File: src/rtl/bcd_scan_counter.sv
// -----------------------------------------------------------------------------
// bcd_scan_counter
//
// Multi-digit synchronous BCD up/down counter with a time-multiplexed digit
// scanner. It sits upstream of a BCD-to-seven-segment decoder and presents one
// BCD digit at a time, together with a one-hot select for a common
// multiplexed display.
//
// Parameters
//   DIGITS    number of BCD digits (>= 1)
//   SCAN_DIV  clock cycles each digit is held on the scan outputs (>= 1)
//
// Ports
//   clk        rising-edge clock for all state
//   rst_n      asynchronous active-low reset
//   cnt_en     count strobe, one step per cycle while high
//   up         direction: 1 = up, 0 = down (only looked at with cnt_en)
//   load       synchronous load of load_bcd, has priority over cnt_en
//   load_bcd   load value, nibble k = digit k, digit 0 least significant
//   bcd_value  registered count, same nibble layout as load_bcd
//   carry      one-cycle pulse on a full-range wrap in either direction
//   digit      BCD digit currently scanned; wire it MSB first to the decoder
//              (i0 = digit[3], i3 = digit[0])
//   digit_sel  one-hot active-high select of the scanned digit
// -----------------------------------------------------------------------------
module bcd_scan_counter #(
  parameter int DIGITS   = 4,
  parameter int SCAN_DIV = 1000
) (
  input  logic                  clk,
  input  logic                  rst_n,
  input  logic                  cnt_en,
  input  logic                  up,
  input  logic                  load,
  input  logic [4*DIGITS-1:0]   load_bcd,
  output logic [4*DIGITS-1:0]   bcd_value,
  output logic                  carry,
  output logic [3:0]            digit,
  output logic [DIGITS-1:0]     digit_sel
);

  // Keep both counters at least one bit wide so DIGITS=1 / SCAN_DIV=1 still
  // elaborate; with those values the wrap compare is always true.
  localparam int DIV_W = (SCAN_DIV > 1) ? $clog2(SCAN_DIV) : 1;
  localparam int IDX_W = (DIGITS   > 1) ? $clog2(DIGITS)   : 1;

  logic [4*DIGITS-1:0] bcd_q, bcd_next;
  logic                carry_q, carry_next;
  logic [DIV_W-1:0]    div_q, div_next;
  logic [IDX_W-1:0]    idx_q, idx_next;
  logic [DIGITS-1:0]   sel_q;

  logic                ripple;
  logic [3:0]          nib;

  // ---------------------------------------------------------------------------
  // Counter next-state: load > count > hold.
  // ---------------------------------------------------------------------------
  // NOTE: every variable gets a default at the top of the block so no path
  // leaves it unassigned; otherwise synthesis would infer a latch.
  always_comb begin
    bcd_next   = bcd_q;
    carry_next = 1'b0;
    ripple     = 1'b0;
    nib        = '0;
    if (load) begin
      // Out-of-range nibbles are stored as 0 so the count stays valid BCD.
      for (int k = 0; k < DIGITS; k++) begin
        nib = load_bcd[4*k +: 4];
        bcd_next[4*k +: 4] = (nib > 4'd9) ? 4'd0 : nib;
      end
    end else if (cnt_en) begin
      // ripple is the carry/borrow into digit k; it starts as the +/-1 step
      // applied to digit 0 and whatever leaves the top digit is the wrap.
      ripple = 1'b1;
      for (int k = 0; k < DIGITS; k++) begin
        if (ripple) begin
          nib = bcd_q[4*k +: 4];
          if (up) begin
            if (nib == 4'd9) begin
              bcd_next[4*k +: 4] = 4'd0;
            end else begin
              bcd_next[4*k +: 4] = nib + 4'd1;
              ripple = 1'b0;
            end
          end else begin
            if (nib == 4'd0) begin
              bcd_next[4*k +: 4] = 4'd9;
            end else begin
              bcd_next[4*k +: 4] = nib - 4'd1;
              ripple = 1'b0;
            end
          end
        end
      end
      carry_next = ripple;
    end
  end

  // ---------------------------------------------------------------------------
  // Scanner next-state: free-running divider, index advances on divider wrap.
  // ---------------------------------------------------------------------------
  always_comb begin
    div_next = div_q + 1'b1;
    idx_next = idx_q;
    if (div_q == DIV_W'(SCAN_DIV - 1)) begin
      div_next = '0;
      idx_next = (idx_q == IDX_W'(DIGITS - 1)) ? '0 : idx_q + 1'b1;
    end
  end

  // NOTE: state registers use non-blocking assignments so every flop samples
  // the pre-edge values, independent of statement order.
  always_ff @(posedge clk or negedge rst_n) begin
    if (!rst_n) begin
      bcd_q   <= '0;
      carry_q <= 1'b0;
      div_q   <= '0;
      idx_q   <= '0;
      sel_q   <= DIGITS'(1);
    end else begin
      bcd_q   <= bcd_next;
      carry_q <= carry_next;
      div_q   <= div_next;
      idx_q   <= idx_next;
      sel_q   <= DIGITS'(1) << idx_next;
    end
  end

  // Digit mux reads only registers, so a count or load shows on digit in the
  // same cycle it shows on bcd_value.
  always_comb begin
    digit = 4'd0;
    for (int k = 0; k < DIGITS; k++) begin
      if (idx_q == IDX_W'(k)) digit = bcd_q[4*k +: 4];
    end
  end

  assign bcd_value = bcd_q;
  assign carry     = carry_q;
  assign digit_sel = sel_q;

endmodule

File: config.mk
export PLATFORM = sky130hd
export DESIGN_NAME = bcd_scan_counter
export DESIGN_NICKNAME = d
export VERILOG_FILES = /design/src/rtl/bcd_scan_counter.sv
export SDC_FILE = /design/constraint.sdc
export NUM_CORES = 1
export LEC_CHECK = 0
export CAP_MARGIN = 30
export CORE_ASPECT_RATIO = 0.9
export CORE_MARGIN = 5
export CORE_UTILIZATION = 30
export CTS_CLUSTER_SIZE = 14
export DETAILED_ROUTE_END_ITERATION = 6
export GPL_ROUTABILITY_DRIVEN = 0
export GPL_TIMING_DRIVEN = 0
export MAX_ROUTING_LAYER = met4
export PLACE_DENSITY = 0.54
export SETUP_SLACK_MARGIN = 0.1
export SYNTH_ARGS = -nofsm -noshare
export SYNTH_HDL_FRONTEND = slang
export SYNTH_SLANG_ARGS = --single-unit
File: constraint.sdc
create_clock -name clk -period 2.3 [get_ports clk]
set_clock_uncertainty 0.05 [all_clocks]
set_input_delay 0.46 -clock clk [delete_from_list [all_inputs] [get_ports clk]]
set_output_delay 0.46 -clock clk [all_outputs]
set_load 0.01 [all_outputs]
Yosys cells after proc, flatten, opt, wreduce, memory -nomap -nowiden
Index checks and enable logic that the tools add are counted.
W data, S select, Z words.

cells by class
  add/subtract/negate cells = 10
  $lt $le $gt $ge = 4
  equal/unequal tests = 8
  shifts and indexed selects = 1
  muxes and demuxes = 51
  reductions and logical operators = 12

operators by type and width
  cell                     number
  $mux W4                  23
  $mux W16                 2
  $mux W1                  23
  $add A4 B1 Y4 const B    4
  $eq A4 B4 Y1 const B     4
  $gt A4 B4 Y1 const B     4
  $logic_not A4 Y1         4
  $sub A4 B1 Y4 const B    4
  $add A10 B1 Y10 const B  1
  $eq A10 B10 Y1 const B   1
  $mux W10                 1
  $reduce_bool A2 Y1       4
  $reduce_and A2 Y1        3
  $eq A2 B2 Y1 const B     2
  $mux W2                  2
  $shl A1 B2 Y4 const A    1
  $add A2 B1 Y2 const B    1
  $eq A2 B1 Y1 const B     1
  $logic_not A2 Y1         1

word-level totals
  register bits after elaboration = 33
  input bits = 21
  output and inout bits = 25
  word-level logic and storage cells = 94

Logic depth before layout (Yosys ltp)
  depth after elaboration = 14
  gate-level depth with buffers = 7
  gate-level depth less buffers = 6

Least setup slack after synthesis
No wires, ideal clock.

  path kind = input-to-reg
  start = input cnt_en
  end = register bcd_q[10], in the netlist bcd_value[10]
  setup time = 0.131 ns
  arrival time = 1.978 ns
  data required time = 2.119 ns
  setup slack = 0.141 ns
  stages = 7
  buffers on the path = 2
  path through = buf_6 or3b_1 buf_2 a21o_4 a2111oi_4 mux2i_1 o21ai_1

between the ends
  cells in the longest elaborated chain, start to end = 2

ends and longest elaborated chain
  item                          line  text
  from (decl)                   32    input logic cnt_en,
  $reduce_bool A2 Y1 (no line)  --
  $reduce_and A2 Y1 (no line)   --
  to (signal assigned)          122   bcd_q <= bcd_next;
  to (decl)                     47    logic [4*DIGITS-1:0] bcd_q, bcd_next;

No other way between the ends.
A chain may end at the register's enable or synchronous reset.

Worst setup path after layout
  start = register idx_q[1]
  end = output digit[1]

between the ends
  cells in the longest elaborated chain, start to end = 5
  elaborated cells between the ends (all ways) = 8
  classes of those cells = eq/ne (3); mux (4); reduce/logical (1)

ends and longest elaborated chain
  item                    line  text
  from (decl)             50    logic [IDX_W-1:0] idx_q, idx_next;
  from (signal assigned)  125   idx_q <= idx_next;
  $logic_not A2 Y1        135   if (idx_q == IDX_W'(k)) digit = bcd_q[4*k +: 4];
  $mux W4 (3 in series)   135
  $mux W4 *               135
  to (decl)               38    output logic [3:0] digit,

Mark *: on every way between the ends. The rest lies on a longest branch, timed or not.

==> results.yml <==
worst_setup_path:
  r2r_start: "bcd_value[2]"
  end_kind: "output pin"
  arrival_ns: 1.67
  critPathMostFrequentCell: "buf_6"
  path_delay_family: "buffers and inverters"
  slowest_delay_ns: 0.41
  worst-path-buf-inv: 3
  cp-startpoint: "idx_q[1]"
  cp.required_ns: 1.79
  path_class: "flop to output pin"
  crit_path_max_fanout: 8
  crit_slowest_cell: "dfrtp_1"
  cp_cell_sequence: "buf_6, ha_2, buf_6, a21oi_2, a21oi_1, o21ai_1, buf_2"
  worstSetupStartpointType: "flop"
cells_and_area:
  final_cell_mix: "clkdlybuf4s50_1, dfrtp_1, o21ai_0"
  finalNonFillerCells: 446
  drive_gt1_share_pct: 17.1
  final_util_pct: 41.4
  synthToLayoutAreaGrowth_pct: 32.9
  antenna_cells: 0
  layout_commonest_cell: "clkdlybuf4s50_1"
  nets: 375
yosys:
  synth-edff-count: 0
  syn_area_per_cell_sq_um: 8.17
  syn_area_sq_um: 2380
  yosys_most_used_dff: "dfrtp_1"
  yosysUniqueCellTypes: 50
  yosys_warnings: 0
  synth_top_area_share_pct: 33.6
  ys_seq_area_share_pct: 34.7
  synth_top_area_cell: "dfrtp_1"
  yosys-top-cells-area: "dfrtp_1, o21ai_0, xnor2_1, clkbuf_1, nand3_1"
  syn-num-nets: 318
  ys_seq_elements: 33
  synthCells: 292
  synthArstFlopShare_pct: 100
routing:
  drt_pass1_iterations: 5
  ant_nets: 0
  wirelength_mm: 6.77
  drt_iter0_drc: 115
  wl_per_cell_um: 15.2
  viasPerCell: 5.28
  via_count: 2353
  post-route-drc-count: 0
sta:
  timing.fmax_ghz: 0.458
  finalCriticalPeriod_ns: 2.18
  period_share_pct: 94.9
  slew_viol_final: 0
  slew-limit-headroom_pct: 48.2
  finalSetupTns_ns: 0
  rsz0062_at_grt: "yes"
  report.final.hold_viol_count: 0
  setup_viol: 0
  worst_pin_slew_ns: 0.778
floorplanning:
  rows: 30
  num_io_pins: 46
  die_y_um: 94.6
  die_area_sq_um: 9830
  die_width_um: 104
  start_util_pct: 31.1
  core_sq_um: 7660
grt:
  track_usage_pct: 14.5
  grt_pass1_vias: 2247
  grt_pass1_wl_mm: 11.3
  grt_remaining_overflow: 0
  grtUsageMet2_pct: 20.9
  met1_usage_pct: 20.8
  busiest_layer: "met2"
  grt_max_degree: 34
  grt_antenna_before_repair: 0
  met3_usage_pct: 2.53
min_path:
  hp-class: "input port to async pin"
power:
  total_power_uw: 1600
  ir_worst_vdd_uv: 198
  p_per_area_nw_per_um2: 505
  p_leak_uw: 0.00124
clock_tree:
  clock_path_buffers: 2
  cts_sinks: 33
  cts_made_buffers: 5
  h-tree-depth: 2
  cts_tree: "yes"
  clock_latency_ns: 0.29
  cts_root_buffer: "clkbuf_8"
  path_clk_slew_ns: 0.08
placed_design:
  io_buffers: 44
  dpl.hpwl_mm: 4.86
  dp_cells: 432
status:
  status: "finished clean"
flow_run:
  cap_violations: 0
-- worst paths after layout --
path                                  to  slack (ns)  cells after the start
max                             digit[1]        0.12                      7
min                         bcd_value[2]        0.19                      1
max reg2reg                bcd_value[11]        0.23                      8
min reg2reg                     div_q[0]        0.41                      1
max in group asynchronous       idx_q[0]        1.48                      1
min in group clk                div_q[0]        0.41                      1
-- flip-flops by register name (all words and copies together) (netlist names) --
register   cells
carry          1
digit_sel      4
bcd_value     16
idx_q          2
div_q         10
-- worst reg2reg max path, stage by stage (launching register included) --
cell and delay (ns):
dfrtp_1 0.39, buf_6 0.13, or3b_4 0.37, buf_6 0.14, a21o_4 0.19, a2111oi_4 0.17, buf_4 0.20, mux2i_1 0.20
o21ai_1 0.08
-- layer usage --
layer | routed length, um | up-vias
met5 | 0 | -
met4 | 91 | 0
met3 | 305 | 8
met2 | 2930 | 60
met1 | 3450 | 1108
li1 | - | 1177
-- cell type report --
cell class	instances	area, sq um
tap	96	120
sequential	33	830
inverter	15	58.8
clock buffer	5	68.8
timing repair buffer	50	467
buffer	27	151
clock inverter	3	22.5
multi-input combinational	217	1450
fill	802	4490
-- kinds of logic (layout without fill, tap and decap cells) --
logic type               after synthesis  count (layout)  synth area share [%]
buffers and inverters                 42             100                  7.34
AND/OR/NAND/NOR                      102             102                  22.7
AO/OA/AOI/OAI                         87              87                  24.0
XOR/XNOR                              18              18                  6.61
flip-flops                            33              33                  34.7
multiplexers                           5               5                  2.10
adder cells (fa/ha/maj)                5               5                  2.62
-- synthesized netlist by cell type, types with 2 or more instances --
master	n
nor4_1	4
a221o_1	2
xnor2_1	10
mux2i_1	5
ha_1	5
o22ai_1	2
dfrtp_1	32
nor2_1	18
xor2_1	8
inv_1	15
nand4b_1	2
clkbuf_1	23
buf_2	2
a21oi_1	13
o21ai_1	4
a221oi_1	2
o31ai_1	2
and4_1	2
nand2b_1	2
a211o_1	3
or3_1	4
a22oi_1	2
o221ai_1	3
a211oi_1	4
buf_6	2
nand2_1	21
nand3_1	16
o21ai_0	33
nor3_1	7
and2_1	2
a31o_2	2
nand3b_1	9
a31oi_1	3
and3_1	6
o21bai_1	3
nand4_1	5
-- metrics by stage --
step           hold slack [ns]  worst slack [ns]  area (sq um)
2_1_floorplan            0.114             0.141          2380
3_3_place_gp             0.402            -0.610          2950
3_5_place_dp             0.402            -0.654          2940
4_1_cts                  0.218            0.0867          3110
5_1_grt                  0.261            0.0385          3170
6_report                 0.185             0.117          3170
-- power by group --
group | switching (uW) | internal [uW] | total [uW]
logic | 262 | 232 | 494
registers | 34.9 | 609 | 644
clock network | 249 | 212 | 461
total | 546 | 1050 | 1600
-- repair_timing --
item	CTS	global route
resized for setup	47	22
hold buffers	0	0
endpoints found under the setup margin	18	15
buffers inserted	3	3
pin swaps	8	11
Power figures use the tool's default switching activity.
